$ cat config.mk
export PLATFORM = sky130hd
export DESIGN_NAME = crc_trailer_buffer
export DESIGN_NICKNAME = d
export VERILOG_FILES = /design/src/rtl/crc_trailer_buffer.sv
export SDC_FILE = /design/constraint.sdc
export NUM_CORES = 1
export LEC_CHECK = 0
export CAP_MARGIN = 20
export CORE_MARGIN = 3
export CORE_UTILIZATION = 48
export DETAILED_ROUTE_END_ITERATION = 6
export PLACE_DENSITY = 0.75
export SETUP_SLACK_MARGIN = 0.05
export SYNTH_ARGS = -nofsm -noshare
export SYNTH_HDL_FRONTEND = slang
export SYNTH_SLANG_ARGS = --single-unit
$ cat constraint.sdc
create_clock -name clk -period 1.9 [get_ports clk]
set_input_delay 0.57 -clock clk [delete_from_list [all_inputs] [get_ports clk]]
set_output_delay 0.57 -clock clk [all_outputs]
set_load 0.1 [all_outputs]
$ cat src/rtl/crc_trailer_buffer.sv
// rtl/crc_trailer_buffer.sv - DEPTH-word shift FIFO holding the not-yet-known-to-be-payload words
// Slot 0 is the oldest word; flush empties the buffer and may load one word in the same cycle.
module crc_trailer_buffer #(
  parameter int DATAWIDTH = 8,
  parameter int DEPTH     = 2,
  parameter int CNTW      = $clog2(DEPTH + 1)
) (
  input  logic                 clk,
  input  logic                 reset,
  input  logic                 i_push,
  input  logic                 i_pop,
  input  logic                 i_flush,
  input  logic [DATAWIDTH-1:0] i_dat,
  output logic [DATAWIDTH-1:0] o_head,
  output logic [CNTW-1:0]      o_cnt
);

  logic [CNTW-1:0] r_cnt;

  for (genvar g = 0; g < DEPTH; g++) begin : g_slot
    logic [DATAWIDTH-1:0] r_word;
    logic [DATAWIDTH-1:0] w_above;

    if (g < DEPTH - 1) begin : g_mid
      assign w_above = g_slot[g+1].r_word;
    end else begin : g_top
      assign w_above = '0;
    end

    // On pop+push the new word lands in the slot just vacated at the tail.
    always_ff @(posedge clk or posedge reset) begin
      if (reset) begin
        r_word <= '0;
      end else if (i_flush) begin
        if (g == 0 && i_push) r_word <= i_dat;
      end else if (i_pop) begin
        if (i_push && r_cnt == CNTW'(g + 1)) r_word <= i_dat;
        else                                 r_word <= w_above;
      end else if (i_push && r_cnt == CNTW'(g)) begin
        r_word <= i_dat;
      end
    end
  end

  always_ff @(posedge clk or posedge reset) begin
    if (reset) begin
      r_cnt <= '0;
    end else if (i_flush) begin
      r_cnt <= i_push ? CNTW'(1) : '0;
    end else if (i_pop && !i_push) begin
      r_cnt <= r_cnt - CNTW'(1);
    end else if (i_push && !i_pop) begin
      r_cnt <= r_cnt + CNTW'(1);
    end
  end

  assign o_head = g_slot[0].r_word;
  assign o_cnt  = r_cnt;

endmodule

==> results.toml, run 1 <==
[pwr]
p_per_area_nw_per_um2 = 1180
comb_power_share = 0.523
total_leakage_power_nw = 0.575
internal_power_mw = 0.909
p_sw_frac = 0.443
seq_power_share = 0.332
power_switching_mw = 0.722
max-vdd-ir-drop_uv = 779
clkPwrFrac = 0.146

[die]
die_w_um = 50.7
die-area_um2 = 2570
rows = 15
core-area_um2 = 1800
die_y_um = 50.7
io_pins = 23
start_util = 0.532

[sta]
clock_skew_ns = 0.00448
rsz0062_at_grt = "no"
final.min_clock_period_ns = 1.70
hold_viol_final = 0
tightest_slew_ns = 0.503
finalSetupViolations = 0
final-max-slew-violation-count = 0
slew_headroom = 0.663
max_freq_ghz = 0.589
period_share = 0.894

[clock_tree]
cts_root_buffer = "clkbuf_4"
clkSlewWorstSetupHoldPaths_ns = 0.10
hold_buffers = 0
cts_tree = "yes"
clk_latency_ns = 0.30
post_cts_resized = 0
cts_sinks = 18
cts_setup_buffers = 0
cts_max_path_buffers = 2
numCtsBuffers = 3
htree_levels = 1

[cells_and_area]
fin_area_um2 = 1390
final_util = 0.769
diodes = 0
num-nets-final = 133
instances_no_fill = 141
drive_gt1_frac = 0.302
num-fill-cells = 130
area_delta_synth_final_pct = 44.6

[global_route]
grt_pass1_vias = 813
antenna_found_initial = 0
grt_max_degree = 11
grt_use_total = 0.198
globalRouteOverflowTotal = 0
grt_pass1_wl_mm = 3.77

[setup_path]
crit_path_end_kind = "register"
cp.arrival_ns = 1.93
worst_setup_path_start_kind = "input port"
path_max_fanout = 8
crit_type = "input port to register"
crit_required_ns = 2.13

[worst_hold_path]
hold_class = "register to register"

[logic_synthesis]
ys_ff_latch = 18
synth_top_area_frac = 0.470
ys_types = 25
yosys-top-cells-area = "dfrtp_1 47%, a31oi_2 10%, a22o_1 7.3%, o21ai_0 4.7%, nand3_1 4.2%"
synth_top_area_cell = "dfrtp_1"
synth_area_um2 = 958
yosys_warnings = 0
synth_fp_nets = 103
yosysSeqAreaShare = 0.470
syn_inst = 87
synth_area_per_cell_um2 = 11.0

[run]
drv_cap = 0

[outcome]
outcome = "finished clean"

[routing]
dr_total_vias = 780
drt-wirelength-per-cell_um = 15.1
drtAntennaViolNets = 0
drt-pass1-iter-count = 4
drtIter0Drc = 42
routed_wl_mm = 2.13
vias_per_cell = 5.53
drc = 0

[place]
dp_cells = 137
port_buffers = 22
gp_congestion = 0.745
placed_cell_area_um2 = 1350
dp_hpwl_mm = 1.72
-- final timing paths --
| check | to | start | depth (start not counted) | slack, ns |
|---|---|---|---|---|
| worst min-delay path | g_slot[0].w_above[0]$_DFFE_PP0N_ | g_slot[0].w_above[0]$_DFFE_PP0N_ | 1 | 0.51 |
| max in group asynchronous | o_head[5]$_DFFE_PP0P_ | reset | 3 | 0.91 |
| worst min register to register | g_slot[0].w_above[0]$_DFFE_PP0N_ | g_slot[0].w_above[0]$_DFFE_PP0N_ | 1 | 0.51 |
| worst max-delay path | o_head[3]$_DFFE_PP0P_ | i_pop | 5 | 0.20 |
| min in group asynchronous | g_slot[0].w_above[5]$_DFFE_PP0N_ | reset | 2 | 0.52 |
| worst max register to register | g_slot[0].w_above[7]$_DFFE_PP0N_ | o_cnt[1]$_DFFE_PP0P_ | 5 | 0.31 |
-- critical path, stage by stage --
cell and delay (ns):
clkdlybuf4s50_1 0.58, nor2b_1 0.28, buf_4 0.20, nand3_1 0.11
a31oi_2 0.18
-- layout by cell type, fill, tap and decap left out --
cell type	Yosys	routed
a21oi_1	1	1
a221oi_1	1	1
a22o_1	8	8
a31oi_2	8	8
and2_1	1	1
buf_12	0	11
buf_4	0	8
clkbuf_4	0	3
clkbuf_8	0	1
clkdlybuf4s50_1	0	12
dfrtp_1	18	16
dfrtp_4	0	2
ha_1	3	3
inv_1	4	4
maj3_1	1	1
mux2i_1	1	1
nand2_1	1	1
nand2b_1	1	1
nand3_1	8	8
nor2_1	1	1
nor2b_1	1	1
nor3_1	8	8
nor3_2	1	1
o21a_1	1	1
o21ai_0	9	9
o21bai_2	1	1
or2_1	1	1
xnor2_1	2	2
-- flip-flops by register name, indices dropped and copies added (netlist names) --
name            cells
o_cnt               2
g_slot.w_above      8
o_head              8
-- cells by family after synthesis --
kind of cell / share of synthesized area
adders and majority gates: 0.0496
and+or+nand+nor: 0.128
muxes: 0.0104
DFF: 0.470
AOI/OAI and AO/OA: 0.258
xor gates and xnor gates: 0.0183
buffers and inverters: 0.0653
-- routing by layer --
| metal | vias up | wire length [um] | global-route usage |
|---|---|---|---|
| met3 | 5 | 109 | 0.0415 |
| li1 | 380 | - | - |
| met1 | 374 | 1030 | 0.273 |
| met5 | - | 0 | 0 |
| met4 | 0 | 47 | 0.0942 |
| met2 | 21 | 942 | 0.296 |
-- Yosys cell counts --
master     n
a31oi_2    8
xnor2_1    2
clkbuf_1   1
buf_6      3
o21bai_2   1
a221oi_1   1
a21oi_1    1
ha_1       3
nand2_1    1
or2_1      1
and2_1     1
nand3_1    8
nand2b_1   1
nor2_1     1
nor3_2     1
maj3_1     1
inv_1      4
o21a_1     1
nor3_1     8
a22o_1     8
o21ai_0    9
nor2b_1    1
mux2i_1    1
dfrtp_1   18
buf_2      2
-- area by class of cell --
cell class	instances	area [um^2]	share of cell area
flip-flops and latches	18	458	0.330
multi-input cells	59	445	0.321
repair buffers	31	400	0.289
clock buffers	4	36.3	0.0262
well taps	25	31.3	0.0226
inverters	4	15.0	0.0108
-- power by group through the flow --
stage	registers (mW)	logic (mW)	clock network, mW
finish	0.541	0.853	0.238
CTS	0.541	0.858	0.243
global route	0.551	0.893	0.267
floorplan	0.862	0.213	0
detailed placement	0.548	0.854	0
global placement	0.545	0.842	0
-- metrics by stage --
stage          TNS [ns]  hold WS [ns]  worst slack, ns  total power, mW
6_report              0         0.509            0.201             1.63
3_3_place_gp     -0.452         0.488          -0.0314             1.39
2_1_floorplan         0         0.466            0.147             1.07
3_5_place_dp      -1.44         0.485           -0.122             1.40
5_1_grt               0         0.536            0.115             1.71
4_1_cts               0         0.514            0.195             1.64
Note: power is estimated with default switching activity, not from simulation.
==> inputs of run 2 (changes only) <==
Settings changed: PLACE_DENSITY 0.75 to 0.78, TNS_END_PERCENT set to 100.
==> run 2 against run 1 <==
Net effect:
- final cell count up 2.1%
- wire length increased by 1.4%
- largest power group unchanged
- count of clock-buffer cells in the layout is the same
- sequential share of layout area is the same
- largest cell class unchanged
- setup slack worse by 0.012 ns
- sequential cell count unchanged
- sequential power barely moved
- combinational power increased by 0.7%
- critical path type unchanged
- utilization is the same
==> results.toml, run 2 (synthesis gave the netlist of run 1 again) <==
[outcome]
outcome = "finished clean"

[global_route]
grt_pass1_vias = 859
grt_max_degree = 14
grt_pass1_wl_mm = 3.96
globalRouteOverflowTotal = 0
grt_use_total = 0.208
antenna_found_initial = 0

[die]
die_w_um = 50.7
die-area_um2 = 2570
start_util = 0.532
io_pins = 23
die_y_um = 50.7
rows = 15
core-area_um2 = 1800

[place]
gp_congestion = 0.837
dp_hpwl_mm = 1.68
port_buffers = 22

[setup_path]
worst_setup_path_start_kind = "input port"
ff2ff_path_depth = 5
path_cells = "clkdlybuf4s50_1 > mux2i_1 > nor3_2 > a22o_1"
max_stage_delay_ns = 0.56
crit_path_end_kind = "register"
crit_end = "g_slot[0].w_above[5]$_DFFE_PP0N_"
rrSetupSlack_ns = 0.20
cp.arrival_ns = 1.94
timing.rr.start = "o_cnt[1]$_DFFE_PP0P_"
slowest_stage = "clkdlybuf4s50_1"
crit_type = "input port to register"
startpoint = "i_pop"
timing.rr.end = "g_slot[0].w_above[5]$_DFFE_PP0N_"
path_max_fanout = 8
crit_required_ns = 2.13

[routing]
drtIter0Drc = 5
drtAntennaViolNets = 0
routed_wl_mm = 2.16
drt-pass1-iter-count = 2
dr_total_vias = 794
vias_per_cell = 5.51
drt-wirelength-per-cell_um = 15.0
drc = 0

[sta]
rsz0062_at_grt = "no"
max_freq_ghz = 0.584
hold_slack_ns = 0.514
tightest_slew_ns = 0.576
period_share = 0.901
final.min_clock_period_ns = 1.71
final-max-slew-violation-count = 0
finalSetupViolations = 0
hold_viol_final = 0
slew_headroom = 0.614
clock_skew_ns = 0.00435

[cells_and_area]
num-fill-cells = 133
final_cell_mix = "16 x dfrtp_1, 12 x clkdlybuf4s50_1, 12 x buf_4, 10 x buf_12, 9 x o21ai_0"
num-nets-final = 136
area_delta_synth_final_pct = 44.6
layout_commonest_cell = "dfrtp_1"
diodes = 0
drive_gt1_frac = 0.311

[pwr]
totalPowerFinal_mw = 1.60
p_per_area_nw_per_um2 = 1150
total_leakage_power_nw = 0.580
max-vdd-ir-drop_uv = 901

[clock_tree]
cts_setup_buffers = 0
clkSlewWorstSetupHoldPaths_ns = 0.10
hold_buffers = 0
cts_sinks = 18
post_cts_resized = 0
numCtsBuffers = 3
cts_root_buffer = "clkbuf_4"
cts_max_path_buffers = 2
htree_levels = 1
clk_latency_ns = 0.29
cts_tree = "yes"

[worst_hold_path]
hold_class = "register to register"

[run]
drv_cap = 0
## run 2: cell types whose count changed in the layout (fill, tap and decap cells not counted), sizes merged
cell / delta
buf: +3
## run 2: area by class of cell
cell class | instances | area (um^2) | area share
Clock buffer | 4 | 26.3 | 0.0190
Inverter | 4 | 15.0 | 0.0108
Multi-Input combinational cell | 59 | 445 | 0.321
Sequential cell | 18 | 458 | 0.330
Tap cell | 25 | 31.3 | 0.0226
Timing Repair Buffer | 34 | 410 | 0.296
## run 2: worst min-delay path by stage
| stage | start | end | cells after the start |
|---|---|---|---|
| CTS | g_slot[0].w_above[2]$_DFFE_PP0N_ | g_slot[0].w_above[2]$_DFFE_PP0N_ | 1 |
| detailed placement | g_slot[0].w_above[4]$_DFFE_PP0N_ | g_slot[0].w_above[4]$_DFFE_PP0N_ | 1 |
| floorplan | g_slot[0].w_above[0]$_DFFE_PP0N_ | g_slot[0].w_above[0]$_DFFE_PP0N_ | 1 |
| global placement | g_slot[0].w_above[2]$_DFFE_PP0N_ | g_slot[0].w_above[2]$_DFFE_PP0N_ | 1 |
| global route | reset | o_cnt[1]$_DFFE_PP0P_ | 2 |
| finish | g_slot[0].w_above[1]$_DFFE_PP0N_ | g_slot[0].w_above[1]$_DFFE_PP0N_ | 1 |
## run 2: metrics by stage
step                      std cells  setup TNS (ns)  utilization  instance area [um^2]  worst slack [ns]
after floorplan                  87               0            -                   966             0.147
after global placement          140          -0.498        0.755                  1360           -0.0690
after detailed placement        140           -1.20        0.755                  1360            -0.109
after CTS                       144               0        0.769                  1390             0.171
after global routing            144               0        0.769                  1390            0.0556
final                           144               0        0.769                  1390             0.189
## run 2: where the power goes
group	total (mW)	internal (mW)	switching (mW)	leakage, nW
clock	0.200	0.0815	0.119	0.0150
sequential	0.541	0.464	0.0770	0.222
combinational	0.859	0.334	0.526	0.343
total	1.60	0.879	0.722	0.580
## run 2: metal layers
| metal | vias to the layer above | part of all wire | track usage |
|---|---|---|---|
| li1 | 387 | - | - |
| met1 | 384 | 0.41 | 0.254 |
| met2 | 19 | 0.53 | 0.357 |
| met3 | 4 | 0.044 | 0.0415 |
| met4 | 0 | 0.019 | 0.0807 |
| met5 | - | 0 | 0 |
## run 2: critical path: cells and delay by family
kind / cells / cell delay [ns]
AND/OR/NAND/NOR: 1 / 0.45
multiplexers: 1 / 0.11
AO/OA/AOI/OAI: 1 / 0.24
buffers and inverters: 1 / 0.56
==> inputs of run 3 (changes only) <==
Settings changed: CTS_CLUSTER_SIZE set to 8.
==> results of run 3 <==
No change in the layout: final DEF, timing and power equal those of run 2.
